File: src/rtl/branch_predict_unit_pkg.sv
// Branch func3 encodings, BHT counter states and the flag-based branch condition helpers.
package branch_predict_unit_pkg;

    localparam logic [2:0] BR_BEQ  = 3'b000;
    localparam logic [2:0] BR_BNE  = 3'b001;
    localparam logic [2:0] BR_BLT  = 3'b100;
    localparam logic [2:0] BR_BGE  = 3'b101;
    localparam logic [2:0] BR_BLTU = 3'b110;
    localparam logic [2:0] BR_BGEU = 3'b111;

    localparam logic [1:0] BHT_SNT = 2'b00;
    localparam logic [1:0] BHT_WNT = 2'b01;
    localparam logic [1:0] BHT_WT  = 2'b10;
    localparam logic [1:0] BHT_ST  = 2'b11;

    function automatic logic br_legal(input logic [2:0] func3);
        return (func3 != 3'b010) && (func3 != 3'b011);
    endfunction

    // Flags come from rs1 - rs2: signed less-than is s^v, unsigned less-than is a borrow (~c).
    function automatic logic br_eval(input logic [2:0] func3, input logic s, input logic z,
                                     input logic c, input logic v);
        logic t;
        t = 1'b0;
        case (func3)
            BR_BEQ:  t = z;
            BR_BNE:  t = ~z;
            BR_BLT:  t = s ^ v;
            BR_BGE:  t = ~(s ^ v);
            BR_BLTU: t = ~c;
            BR_BGEU: t = c;
            default: t = 1'b0;
        endcase
        return t;
    endfunction

endpackage

File: src/rtl/branch_predict_unit_sat_counter2.sv
// One BHT entry: 2-bit saturating counter, increment has priority if both enables are set.
module branch_predict_unit_sat_counter2
    import branch_predict_unit_pkg::*;
#(
    parameter logic [1:0] INIT_STATE = BHT_WNT
) (
    input  logic       clk,
    input  logic       rst,
    input  logic       inc,
    input  logic       dec,
    output logic [1:0] state
);

    always_ff @(posedge clk or posedge rst) begin
        if (rst) begin
            state <= INIT_STATE;
        end else if (inc) begin
            if (state != BHT_ST) state <= state + 2'd1;
        end else if (dec) begin
            if (state != BHT_SNT) state <= state - 2'd1;
        end
    end

endmodule

File: src/rtl/branch_predict_unit.sv
// Resolves conditional branches from ALU flags in EX and predicts them in IF from a 2-bit BHT;
// flags mispredicts and keeps saturating branch/mispredict statistics.
module branch_predict_unit
    import branch_predict_unit_pkg::*;
#(
    parameter int         IDX_BITS   = 6,
    parameter int         CNT_W      = 16,
    parameter logic [1:0] INIT_STATE = BHT_WNT
) (
    input  logic             clk,
    input  logic             rst,
    input  logic [31:0]      if_pc,
    output logic             if_pred_taken,
    input  logic             ex_valid,
    input  logic             ex_branch,
    input  logic [31:0]      ex_pc,
    input  logic [2:0]       ex_func3,
    input  logic             ex_pred_taken,
    input  logic             s,
    input  logic             z,
    input  logic             c,
    input  logic             v,
    output logic             ex_taken,
    output logic             mispredict,
    output logic             illegal_br,
    output logic [CNT_W-1:0] br_count,
    output logic [CNT_W-1:0] mispred_count
);

    localparam int DEPTH = 1 << IDX_BITS;

    logic [IDX_BITS-1:0] rd_idx;
    logic [IDX_BITS-1:0] wr_idx;
    logic [1:0]          bht [DEPTH];
    logic                resolve;
    logic                cond_true;
    logic                unused_pc_bits;

    // Halfword-granular index keeps compressed branches in distinct entries.
    assign rd_idx = if_pc[IDX_BITS:1];
    assign wr_idx = ex_pc[IDX_BITS:1];
    assign unused_pc_bits = ^{if_pc[31:IDX_BITS+1], if_pc[0], ex_pc[31:IDX_BITS+1], ex_pc[0]};

    // ex_valid gates everything first so X on the other EX inputs cannot reach state.
    assign resolve    = ex_valid & ex_branch & br_legal(ex_func3);
    assign cond_true  = br_eval(ex_func3, s, z, c, v);
    assign ex_taken   = resolve & cond_true;
    assign mispredict = resolve & (cond_true ^ ex_pred_taken);
    assign illegal_br = ex_valid & ex_branch & ~br_legal(ex_func3);

    assign if_pred_taken = bht[rd_idx][1];

    for (genvar i = 0; i < DEPTH; i++) begin : g_bht
        logic hit;
        assign hit = resolve && (wr_idx == IDX_BITS'(i));
        branch_predict_unit_sat_counter2 #(
            .INIT_STATE(INIT_STATE)
        ) u_cnt (
            .clk  (clk),
            .rst  (rst),
            .inc  (hit & cond_true),
            .dec  (hit & ~cond_true),
            .state(bht[i])
        );
    end

    always_ff @(posedge clk or posedge rst) begin
        if (rst) begin
            br_count      <= '0;
            mispred_count <= '0;
        end else begin
            if (resolve && (br_count != '1)) br_count <= br_count + 1'b1;
            if (mispredict && (mispred_count != '1)) mispred_count <= mispred_count + 1'b1;
        end
    end

endmodule

File: config.mk
export PLATFORM = sky130hd
export DESIGN_NAME = branch_predict_unit
export DESIGN_NICKNAME = d
export VERILOG_FILES = /design/src/rtl/branch_predict_unit_pkg.sv /design/src/rtl/branch_predict_unit_sat_counter2.sv /design/src/rtl/branch_predict_unit.sv
export SDC_FILE = /design/constraint.sdc
export NUM_CORES = 1
export LEC_CHECK = 0
export ABC_AREA = 1
export BUFFER_PORTS_ARGS = -buffer_cell sky130_fd_sc_hd__buf_2
export CAP_MARGIN = 20
export CORE_ASPECT_RATIO = 1.25
export CORE_MARGIN = 2
export CORE_UTILIZATION = 61
export CTS_BUF_LIST = sky130_fd_sc_hd__clkbuf_4 sky130_fd_sc_hd__clkbuf_8
export DETAILED_ROUTE_END_ITERATION = 12
export GPL_TIMING_DRIVEN = 0
export PLACE_DENSITY = 0.8
export SLEW_MARGIN = 10
export SYNTH_ARGS = -nofsm -noshare
export SYNTH_HDL_FRONTEND = slang
export SYNTH_SLANG_ARGS = --single-unit
File: constraint.sdc
create_clock -name clk -period 5.4 [get_ports clk]
set_input_delay 0.54 -clock clk [delete_from_list [all_inputs] [get_ports clk]]
set_output_delay 0.54 -clock clk [all_outputs]
set_load 0.05 [all_outputs]
==> run_results.csv <==
group,metric,value,unit
global_route,grt_max_degree,109,
detailed_routing,routedWlPerCell,16.8,um
detailed_routing,routed.top_layer,"met4",
detailed_routing,met1Wirelength,10300,um
worst_setup_path,worstPathCellList,"clkbuf_1, inv_1, clkbuf_1, nand2_1, nand3_1, nand3_1, nand2_1, nand2_1, nand3_1, nand3_1, nand2_1, buf_2",
placed_design,routabilityCongestion,0.968,
clocking,cts_setup_buffers,0,
detailed_routing,post-route-drc-count,0,
timing,holdWs,0.0551,ns
synthesis,synth_cells,1266,
pwr,irDropWorstVdd,0.000311,V
clocking,clockBufferDepth,2,
worst_setup_path,path_delay_family,"buffers and inverters",
run_status,status,"complete, no violations",
run,maxCapViolCount,0,
placed_design,portBuffers,56,
timing,fin_tns_setup,0,ns
synthesis,async_flop_share,1.00,
min_path,hold_class,"primary input to asynchronous set/reset pin",
worst_setup_path,r2r_cells,7,
worst_setup_path,worstPathArrival,2.48,ns
detailed_routing,met3_length,1960,um
timing,tightest_slew,0.745,ns
global_route,antenna_found_initial,0,
worst_setup_path,worstSetupStartpointType,"primary input",
detailed_routing,via_count,8993,
cells_and_area,num-nets-final,1420,
detailed_routing,vias_per_cell,5.85,
worst_setup_path,crit_cells,12,
placed_design,dp_hpwl,18200,um
clocking,numCtsBuffers,17,
timing,setup_viol,0,
worst_setup_path,worstPathMaxFanout,10,
timing,hold_violations,0,
worst_setup_path,crit_type,"primary input to output port",
pwr,design_power_total,2.97,mW
timing,relSlewSlack,0.503,
timing,rsz0062_at_grt,"no",
synthesis,yosys.area.top_type,"dfrtp_1",
timing,fin_skew,0.00835,ns
floorplan,die-area,16200,um2
synthesis,synth_nets,1344,
detailed_routing,antenna_left,0,
cells_and_area,syn2layout_area_growth,9.75,%
synthesis,synth_commonest_cells,"nand2_1 (277), inv_1 (164), o21ai_0 (149), nor2_1 (124), a21oi_1 (115)",
detailed_routing,drtIter0Drc,882,
global_route,grt_use_total,0.334,
synthesis,synth-seq-cells,160,
floorplan,die_w,114,um
synthesis,synth_seq_area_share,0.440,
synthesis,yosysTopAreaCellShare,0.259,
worst_setup_path,required,4.86,ns
synthesis,syn_area,9280,um2
synthesis,avgSynthCellArea,7.33,um2
synthesis,yosys_warnings,0,
clocking,htreeDepth,4,
clocking,cts-hold-fix-buffers,0,
floorplan,row_count,50,
worst_setup_path,end_kind,"output port",
global_route,grt_first_pass_wirelength,42100,um
synthesis,ys.flop_type,"dfrtp_1",
clocking,cts.sinks,160,
synthesis,yosys.cell_count.top_type,"nand2_1",
pwr,cellPowerDensity,292,nW/um2
timing,fin_crit,3.02,ns
detailed_routing,route.met2.wl,12200,um
global_route,grt_pass1_vias,8503,
worst_setup_path,worst-path-buf-inv,4,
floorplan,die_h,142,um
clocking,post_cts_resized,0,
detailed_routing,drt_wl_total,25800,um
clocking,insertion_delay,0.47,ns
synthesis,synth_cell_types,34,
synthesis,synth_edf_count,0,
timing,max_freq,0.331,GHz
synthesis,synthTopCellsByArea,"dfrtp_1 (26%), dfstp_2 (18%), nand2_1 (11%)",
timing,finalMaxSlewViolations,0,
detailed_routing,firstDrtPassIters,6,
floorplan,num_io_pins,112,
cells_and_area,drive_above_1_share,0.163,
clocking,tritoncts,"done",
global_route,overflow,0,
clocking,root_buffer,"clkbuf_8",
cells_and_area,diodes,0,
floorplan,initial_core_util,0.620,
timing,fin_crit_sh,0.559,
worst_setup_path,crit_slowest_cell,"clkbuf_1",
floorplan,coreArea,15000,um2
worst_setup_path,max_stage_delay,0.56,ns
pwr,leakage,4.65,nW
clocking,cts.clk_slew.worst_paths,0.09,ns
## sequential cells by signal, summed over array words and instances, names as in the netlist
register           cells
g_bht.u_cnt.state    128
br_count              16
mispred_count         16
## report_power, final
| part | switching [mW] | internal, mW | total (mW) | leakage [nW] |
|---|---|---|---|---|
| clock network | 0.464 | 0.386 | 0.850 | 0.187 |
| logic | 0.473 | 0.170 | 0.643 | 2.48 |
| registers | 0.123 | 1.35 | 1.48 | 1.98 |
## final timing paths
| path | slack [ns] | from | endpoint |
|---|---|---|---|
| max in group asynchronous | 4.46 | rst | mispred_count[0]$_DFFE_PP0P_ |
| min in group clk | 0.47 | g_bht[25].u_cnt.state[0]$_DFFE_PP1P_ | g_bht[25].u_cnt.state[0]$_DFFE_PP1P_ |
| worst max register to register | 3.43 | mispred_count[0]$_DFFE_PP0P_ | mispred_count[9]$_DFFE_PP0P_ |
| worst min register to register | 0.47 | g_bht[25].u_cnt.state[0]$_DFFE_PP1P_ | g_bht[25].u_cnt.state[0]$_DFFE_PP1P_ |
| worst min-delay path | 0.06 | rst | g_bht[33].u_cnt.state[1]$_DFFE_PP0P_ |
| worst max-delay path | 2.38 | if_pc[1] | if_pred_taken |
## cells in the final DEF (no fill, tap or decap), types with 2 or more instances in the layout
cell,count
nor2_2,6
clkbuf_8,19
xor2_1,14
ha_1,2
nand2_1,277
clkinvlp_4,3
buf_2,79
clkinv_2,8
nor2_4,15
clkbuf_1,13
buf_6,7
nand3_4,4
dfrtp_1,96
inv_2,3
nor3_1,5
o21bai_1,4
nand4_1,26
o21ai_0,149
buf_1,2
clkbuf_2,2
o21ai_1,59
nand2_4,3
nor2_1,124
inv_1,163
nand3_1,72
dfstp_2,64
xnor2_1,8
a21oi_1,115
## layer usage
metal	track usage	up-vias
met5	0	-
met4	0.191	0
met3	0.0611	96
met2	0.540	415
met1	0.421	4202
li1	-	4280
## through the flow
step                      utilization  setup WS, ns  instance area (um2)  cells
after floorplan                     -         0.646                 9280   1266
after global placement          0.654         -1.17                 9780   1504
after detailed placement        0.657          2.47                 9820   1505
after CTS                       0.681          2.45                10200   1537
after global routing            0.681          2.20                10200   1537
final                           0.681          2.38                10200   1537
## layout make-up
type | instances | area [um2]
multi-input combinational | 891 | 4300
buffer | 48 | 268
fill | 1310 | 4770
timing repair buffer | 57 | 308
clock inverter | 12 | 92.6
sequential | 160 | 4080
clock buffer | 20 | 269
inverter | 167 | 634
tap | 182 | 228
## cells by family (layout without fill, tap and decap cells)
family / Yosys count / in the layout / share of synthesized area
DFF: 160 / 160 / 0.440
buffers and inverters: 215 / 304 / 0.0964
AOI/OAI and AO/OA: 329 / 329 / 0.180
and+or+nand+nor: 538 / 538 / 0.260
adders and majority gates: 2 / 2 / 0.00270
xor gates and xnor gates: 22 / 22 / 0.0208
Note: power is estimated with default switching activity, not from simulation.
